==> src/rtl/alu_share_arbiter.sv <==
// Two-requester arbiter time-sharing one ALU, with a registered one-entry response slot per requester.
// Optional macro ALU_ARB_FIXED_PRIO_EN: requester 0 always wins contention (default: round-robin).
package alu_arb_pkg;
  typedef enum logic [3:0] {
    alu_nop1 = 4'd0,
    alu_add  = 4'd1,
    alu_sub  = 4'd2,
    alu_and  = 4'd3,
    alu_or   = 4'd4,
    alu_xor  = 4'd5,
    alu_slt  = 4'd6,
    alu_sltu = 4'd7,
    alu_nop2 = 4'd15
  } t_alu_opcode;
endpackage

module alu_share_arbiter
  import alu_arb_pkg::*;
#(
  parameter int TAG_W = 4
) (
  input  logic              clk,
  input  logic              rst_n,
  input  logic              req0_valid,
  output logic              req0_ready,
  input  t_alu_opcode       req0_op,
  input  logic [31:0]       req0_a,
  input  logic [31:0]       req0_b,
  input  logic [TAG_W-1:0]  req0_tag,
  input  logic              req1_valid,
  output logic              req1_ready,
  input  t_alu_opcode       req1_op,
  input  logic [31:0]       req1_a,
  input  logic [31:0]       req1_b,
  input  logic [TAG_W-1:0]  req1_tag,
  output logic              rsp0_valid,
  input  logic              rsp0_ready,
  output logic [31:0]       rsp0_res,
  output logic              rsp0_ovf,
  output logic              rsp0_cmp,
  output logic [TAG_W-1:0]  rsp0_tag,
  output logic              rsp1_valid,
  input  logic              rsp1_ready,
  output logic [31:0]       rsp1_res,
  output logic              rsp1_ovf,
  output logic              rsp1_cmp,
  output logic [TAG_W-1:0]  rsp1_tag,
  output t_alu_opcode       alu_sel,
  output logic [31:0]       alu_in_1,
  output logic [31:0]       alu_in_2,
  input  logic [31:0]       alu_arith_res,
  input  logic              alu_arith_ovf,
  input  logic              alu_comp_res
);

  logic elig0, elig1, grant0, grant1;
  logic rr_last;

  // A slot that drains this cycle can accept a new result at the same edge.
  assign elig0 = req0_valid & (~rsp0_valid | rsp0_ready);
  assign elig1 = req1_valid & (~rsp1_valid | rsp1_ready);

  // rr_last == 1 favours requester 0; in fixed-priority builds it never leaves 1.
  assign grant0 = elig0 & (~elig1 | rr_last);
  assign grant1 = elig1 & ~grant0;

  assign req0_ready = grant0;
  assign req1_ready = grant1;

  always_comb begin
    alu_sel  = alu_nop1;
    alu_in_1 = '0;
    alu_in_2 = '0;
    if (grant0) begin
      alu_sel  = req0_op;
      alu_in_1 = req0_a;
      alu_in_2 = req0_b;
    end else if (grant1) begin
      alu_sel  = req1_op;
      alu_in_1 = req1_a;
      alu_in_2 = req1_b;
    end
  end

  always_ff @(posedge clk or negedge rst_n) begin
    if (!rst_n) begin
      rr_last <= 1'b1;
    end else begin
`ifdef ALU_ARB_FIXED_PRIO_EN
      rr_last <= 1'b1;
`else
      if (grant0)
        rr_last <= 1'b0;
      else if (grant1)
        rr_last <= 1'b1;
`endif
    end
  end

  always_ff @(posedge clk or negedge rst_n) begin
    if (!rst_n) begin
      rsp0_valid <= 1'b0;
      rsp0_res   <= '0;
      rsp0_ovf   <= 1'b0;
      rsp0_cmp   <= 1'b0;
      rsp0_tag   <= '0;
    end else if (grant0) begin
      rsp0_valid <= 1'b1;
      rsp0_res   <= alu_arith_res;
      rsp0_ovf   <= alu_arith_ovf;
      rsp0_cmp   <= alu_comp_res;
      rsp0_tag   <= req0_tag;
    end else if (rsp0_ready) begin
      rsp0_valid <= 1'b0;
    end
  end

  always_ff @(posedge clk or negedge rst_n) begin
    if (!rst_n) begin
      rsp1_valid <= 1'b0;
      rsp1_res   <= '0;
      rsp1_ovf   <= 1'b0;
      rsp1_cmp   <= 1'b0;
      rsp1_tag   <= '0;
    end else if (grant1) begin
      rsp1_valid <= 1'b1;
      rsp1_res   <= alu_arith_res;
      rsp1_ovf   <= alu_arith_ovf;
      rsp1_cmp   <= alu_comp_res;
      rsp1_tag   <= req1_tag;
    end else if (rsp1_ready) begin
      rsp1_valid <= 1'b0;
    end
  end

endmodule

==> config.mk <==
export PLATFORM = sky130hd
export DESIGN_NAME = alu_share_arbiter
export DESIGN_NICKNAME = d
export VERILOG_FILES = /design/src/rtl/alu_share_arbiter.sv
export SDC_FILE = /design/constraint.sdc
export NUM_CORES = 1
export LEC_CHECK = 0
export ABC_CLOCK_PERIOD_IN_PS = 3900
export CAP_MARGIN = 20
export CORE_AREA = 2 2 127 129
export CTS_CLUSTER_SIZE = 16
export DETAILED_ROUTE_END_ITERATION = 10
export DIE_AREA = 0 0 129 131
export RECOVER_POWER = 25
export SETUP_SLACK_MARGIN = 0.1
export SLEW_MARGIN = 20
export SYNTH_ARGS = -nofsm -noshare
export SYNTH_HDL_FRONTEND = slang
export SYNTH_SLANG_ARGS = --single-unit
==> constraint.sdc <==
create_clock -name clk -period 3.9 [get_ports clk]
set_input_delay 0.78 -clock clk [delete_from_list [all_inputs] [get_ports clk]]
set_output_delay 0.78 -clock clk [all_outputs]
set_load 0.05 [all_outputs]
; Word-level counts from Yosys, hierarchy flattened
; Cells that the tools add are included.
[word_totals]
register_bits = 79
[classes]
n_mux = 12
n_bitwise = 11
reduce_logical = 3
[ops]
columns = operator, n
row1 = two-way mux 32 bit, 4
row2 = two-way mux 4 bit, 2
row3 = two-way mux 1 bit, 6
row4 = nonzero test 2 bit, 3
row5 = AND 1 bit, 4
row6 = NOT 1 bit, 4
row7 = bitwise OR 1 bit, 3

; Depth between registers and ports, before layout
[depth]
word_depth = 10
depth_mapped = 6

; Worst setup path before layout
; Ideal clock, no wire load.
[synth_timing]
path_type = input-to-output
start = in rsp0_ready
end = out alu_in_2[22]
arrival_time_ns = 2.549
path_slack_ns = 0.571
path_stages = 4
n_path_buf = 1
cell_sequence = nand2b_4 > a311oi_4 > clkbuf_1 > a22o_1
[synth_between]
elab_chain_len = 7
[synth_lines]
columns = element, line_no
row1 = "start, declared", 37  ; input logic rsp0_ready,
row2 = bitwise OR 1 bit, 60  ; assign elig0 = req0_valid & (~rsp0_valid | rsp0_ready);
row3 = AND 1 bit, 60
row4 = AND 1 bit, 64  ; assign grant0 = elig0 & (~elig1 | rr_last);
row5 = NOT 1 bit, 65  ; assign grant1 = elig1 & ~grant0;
row6 = AND 1 bit, 65
row7 = named net req1_ready, 31  ; output logic req1_ready,
row8 = two-way mux 32 bit, 78  ; end else if (grant1) begin
row9 = two-way mux 32 bit, 74  ; if (grant0) begin
row10 = "end, declared", 50  ; output logic [31:0] alu_in_2,
; The timed path passes the listed nets, and every way through them passes these cells.

; Worst setup path after layout
[layout_timing]
start = in rsp1_ready
end = out alu_in_1[19]
[layout_between]
elab_chain_len = 9
[layout_lines]
columns = element, line_no
row1 = "start, declared", 43  ; input logic rsp1_ready,
row2 = bitwise OR 1 bit *, 61  ; assign elig1 = req1_valid & (~rsp1_valid | rsp1_ready);
row3 = AND 1 bit *, 61
row4 = NOT 1 bit, 64
row5 = bitwise OR 1 bit, 64
row6 = AND 1 bit, 64
row7 = NOT 1 bit, 65
row8 = AND 1 bit, 65
row9 = two-way mux 32 bit, 78
row10 = two-way mux 32 bit *, 74
row11 = "end, declared", 49  ; output logic [31:0] alu_in_1,
; Mark *: on every way between the ends. The rest lies on a longest branch, timed or not.

==> reports/metrics.yaml <==
power:
  power.density_mw_per_mm2: 596
  ir_drop_uv: 540
  total_power_w: 0.00437
  leakage_nw: 3.09
logic_synthesis:
  synth_top_area_share: 0.536
  synth_top_area_cell: "dfrtp_1"
  synth_common_cells: "78 x dfrtp_1, 68 x a22o_1, 67 x mux2_2, 12 x buf_2, 9 x mux2_1"
  synth.avg_cell_area_um2: 14.2
  netlist_area_mm2: 0.00364
  synth-seq-area-share: 0.543
  yosys_register_bits: 79
  synth_edf_count: 0
  ys.warnings.count: 0
  synth.most_common_cell: "dfrtp_1"
  async_reset_ff_frac: 1.00
  synthCells: 256
  synth.net_count: 440
  ys.flop_type: "dfrtp_1"
  ys_top_cells_by_area: "dfrtp_1 54%, mux2_2 21%, a22o_1 16%, mux2_1 2.8%, buf_2 1.6%"
  synthDistinctLibCells: 19
global_route:
  grt-busiest-layer: "met2"
  use_met2: 0.297
  grt.total_usage: 0.172
  gr-total-overflow: 0
  grt.met1_usage: 0.202
  grt_pass1_vias: 3532
  met3_usage: 0.0615
  grt_start_max_net_pins: 80
  antenna_found_initial: 0
  grt_pass1_wl_um: 21300
cts:
  clk-insertion-delay-late_ps: 340
  numClockSinks: 79
  post_cts_buffers: 0
  cts_tree: "built"
  cts_made_buffers: 9
  ctsResizeCount: 0
  clockBufferDepth: 2
  root_buffer: "clkbuf_16"
  cts-hold-fix-buffers: 0
  htreeDepth: 3
  clk_pin_slew_worst_paths_ps: 50
setup_path:
  r2r-start: "rsp1_valid"
  required_ps: 3120
  path_class: "in2out"
  r2r-end: "rsp1_res[24]"
  cp_data_arrival_time_ps: 2750
  crit_path_start_kind: "input port"
  cp-end-kind: "output pin"
  reg2regPathDepth: 5
  rrSetupSlack_ps: 1610
  cp_max_fo: 42
run_status:
  status: "finished with violations"
  violations: "capacitance limit, slew limit"
floorplanning:
  core_area_mm2: 0.0156
  dieHeight_um: 131
  die-area_mm2: 0.0169
  start_util: 0.233
  die_w_um: 129
  num_rows: 46
  io_pins: 332
finish:
  num_antenna_cells: 0
  area_growth_pct: 101
  drive_above_1_share: 0.278
  nets: 767
place:
  dpl_worst_slack_ps: 534
  place.detailed.hpwl_um: 12500
  io_buffers: 331
  routabilityCongestion: 0.739
timing:
  maxSlewHeadroom: -0.315
  final_max_slew_viol_count: 80
  layout_setup_ws_ps: 372
  setup_tns_ps: 0
  skew_ps: 5.16
  fin_crit_sh: 0.905
  period_needed_ps: 3530
  rsz0062_at_grt: "no"
  fmax_mhz: 283
  hold-worst-slack_ps: 484
  setup_viol: 0
  hold_viol: 0
  tightest_slew_ps: 1970
min_path:
  min_from: "rsp1_tag[3]"
  hp-class: "reg2reg"
  hold_depth: 1
  whs_endpoint: "rsp1_tag[3]"
route:
  drtIter0Drc: 125
  first_pass_iters: 4
  vias: 3542
  finalWirelength_um: 15700
  route.detailed.drc: 0
  ant_nets: 0
  vias_per_cell: 4.42
  routedWlPerCell_um: 19.5
run:
  cap_violations: 1
-- how the worst max path moves through the flow --
stage               start      endpoint  slack, ps
2_1_floorplan  rsp0_ready  alu_in_2[22]        570
3_3_place_gp   rsp0_ready  alu_in_1[28]        620
3_5_place_dp   rsp1_ready  alu_in_1[22]        530
4_1_cts        rsp1_ready  alu_in_1[22]        520
5_1_grt        rsp1_ready  alu_in_1[19]        290
6_report       rsp1_ready  alu_in_1[19]        370
-- placed cells by master (no fill, tap or decap) --
master	count
clkdlybuf4s50_1	259
dfrtp_1	78
buf_4	75
a22o_1	68
mux2_2	67
mux2_1	9
clkbuf_16	9
bufinv_16	2
buf_12	2
inv_1	1
nor2b_1	1
nand2b_4	1
o311ai_4	1
inv_2	1
a311oi_4	1
nand2b_1	1
a21oi_1	1
a31oi_1	1
nand2_1	1
o21ai_0	1
clkbuf_8	1
clkbuf_1	1
clkinv_4	1
dlygate4sd3_1	1
clkbuf_2	1
dfstp_2	1
-- worst max-delay path: stages --
cell and delay [ps]:
dlygate4sd3_1 560, nor2b_1 360, o311ai_4 130, inv_2 80
buf_4 390, a22o_1 240, buf_4 200
-- kinds of logic after synthesis --
| family | count (synthesis) | synth area share |
|---|---|---|
| multiplexers | 76 | 0.235 |
| buffers and inverters | 24 | 0.0309 |
| flip-flops | 79 | 0.543 |
| AND/OR/NAND/NOR | 4 | 0.00825 |
| AO/OA/AOI/OAI | 73 | 0.182 |
-- flip-flops by register name, indices dropped and copies added, names as in the netlist --
| register | count |
|---|---|
| rsp1_valid | 1 |
| rsp1_tag | 4 |
| rsp1_ovf | 1 |
| rsp0_cmp | 1 |
| rsp0_res | 32 |
| rsp0_tag | 4 |
| rsp1_cmp | 1 |
| rr_last | 1 |
| rsp0_ovf | 1 |
| rsp0_valid | 1 |
| rsp1_res | 32 |
-- metal layers --
metal	routed length [um]	vias up	share of wire
li1	-	1630	-
met1	6120	1729	0.39
met2	8090	168	0.52
met3	1230	15	0.078
met4	210	0	0.013
met5	0	-	0
-- layout make-up --
class | count | area (um^2)
sequential | 79 | 1980
clock buffer | 11 | 243
fill | 1413 | 8270
tap | 216 | 270
timing repair buffer | 338 | 3210
clock inverter | 3 | 68.8
multi-input combinational | 153 | 1550
inverter | 2 | 7.51
-- metrics by stage --
step	std cells	area (um^2)	utilization
after CTS	802	7330	0.470
after global placement	788	7020	0.450
final	802	7330	0.470
after global routing	802	7330	0.470
after detailed placement	788	7020	0.450
after floorplan	256	3640	-
-- power by group --
part | leakage [nW] | switching [W] | internal (W)
combinational | 2.02 | 0.00147 | 0.000875
sequential | 0.920 | 0.000110 | 0.00103
clock | 0.152 | 0.000313 | 0.000572
total | 3.09 | 0.00190 | 0.00248
Power figures use the tool's default switching activity.
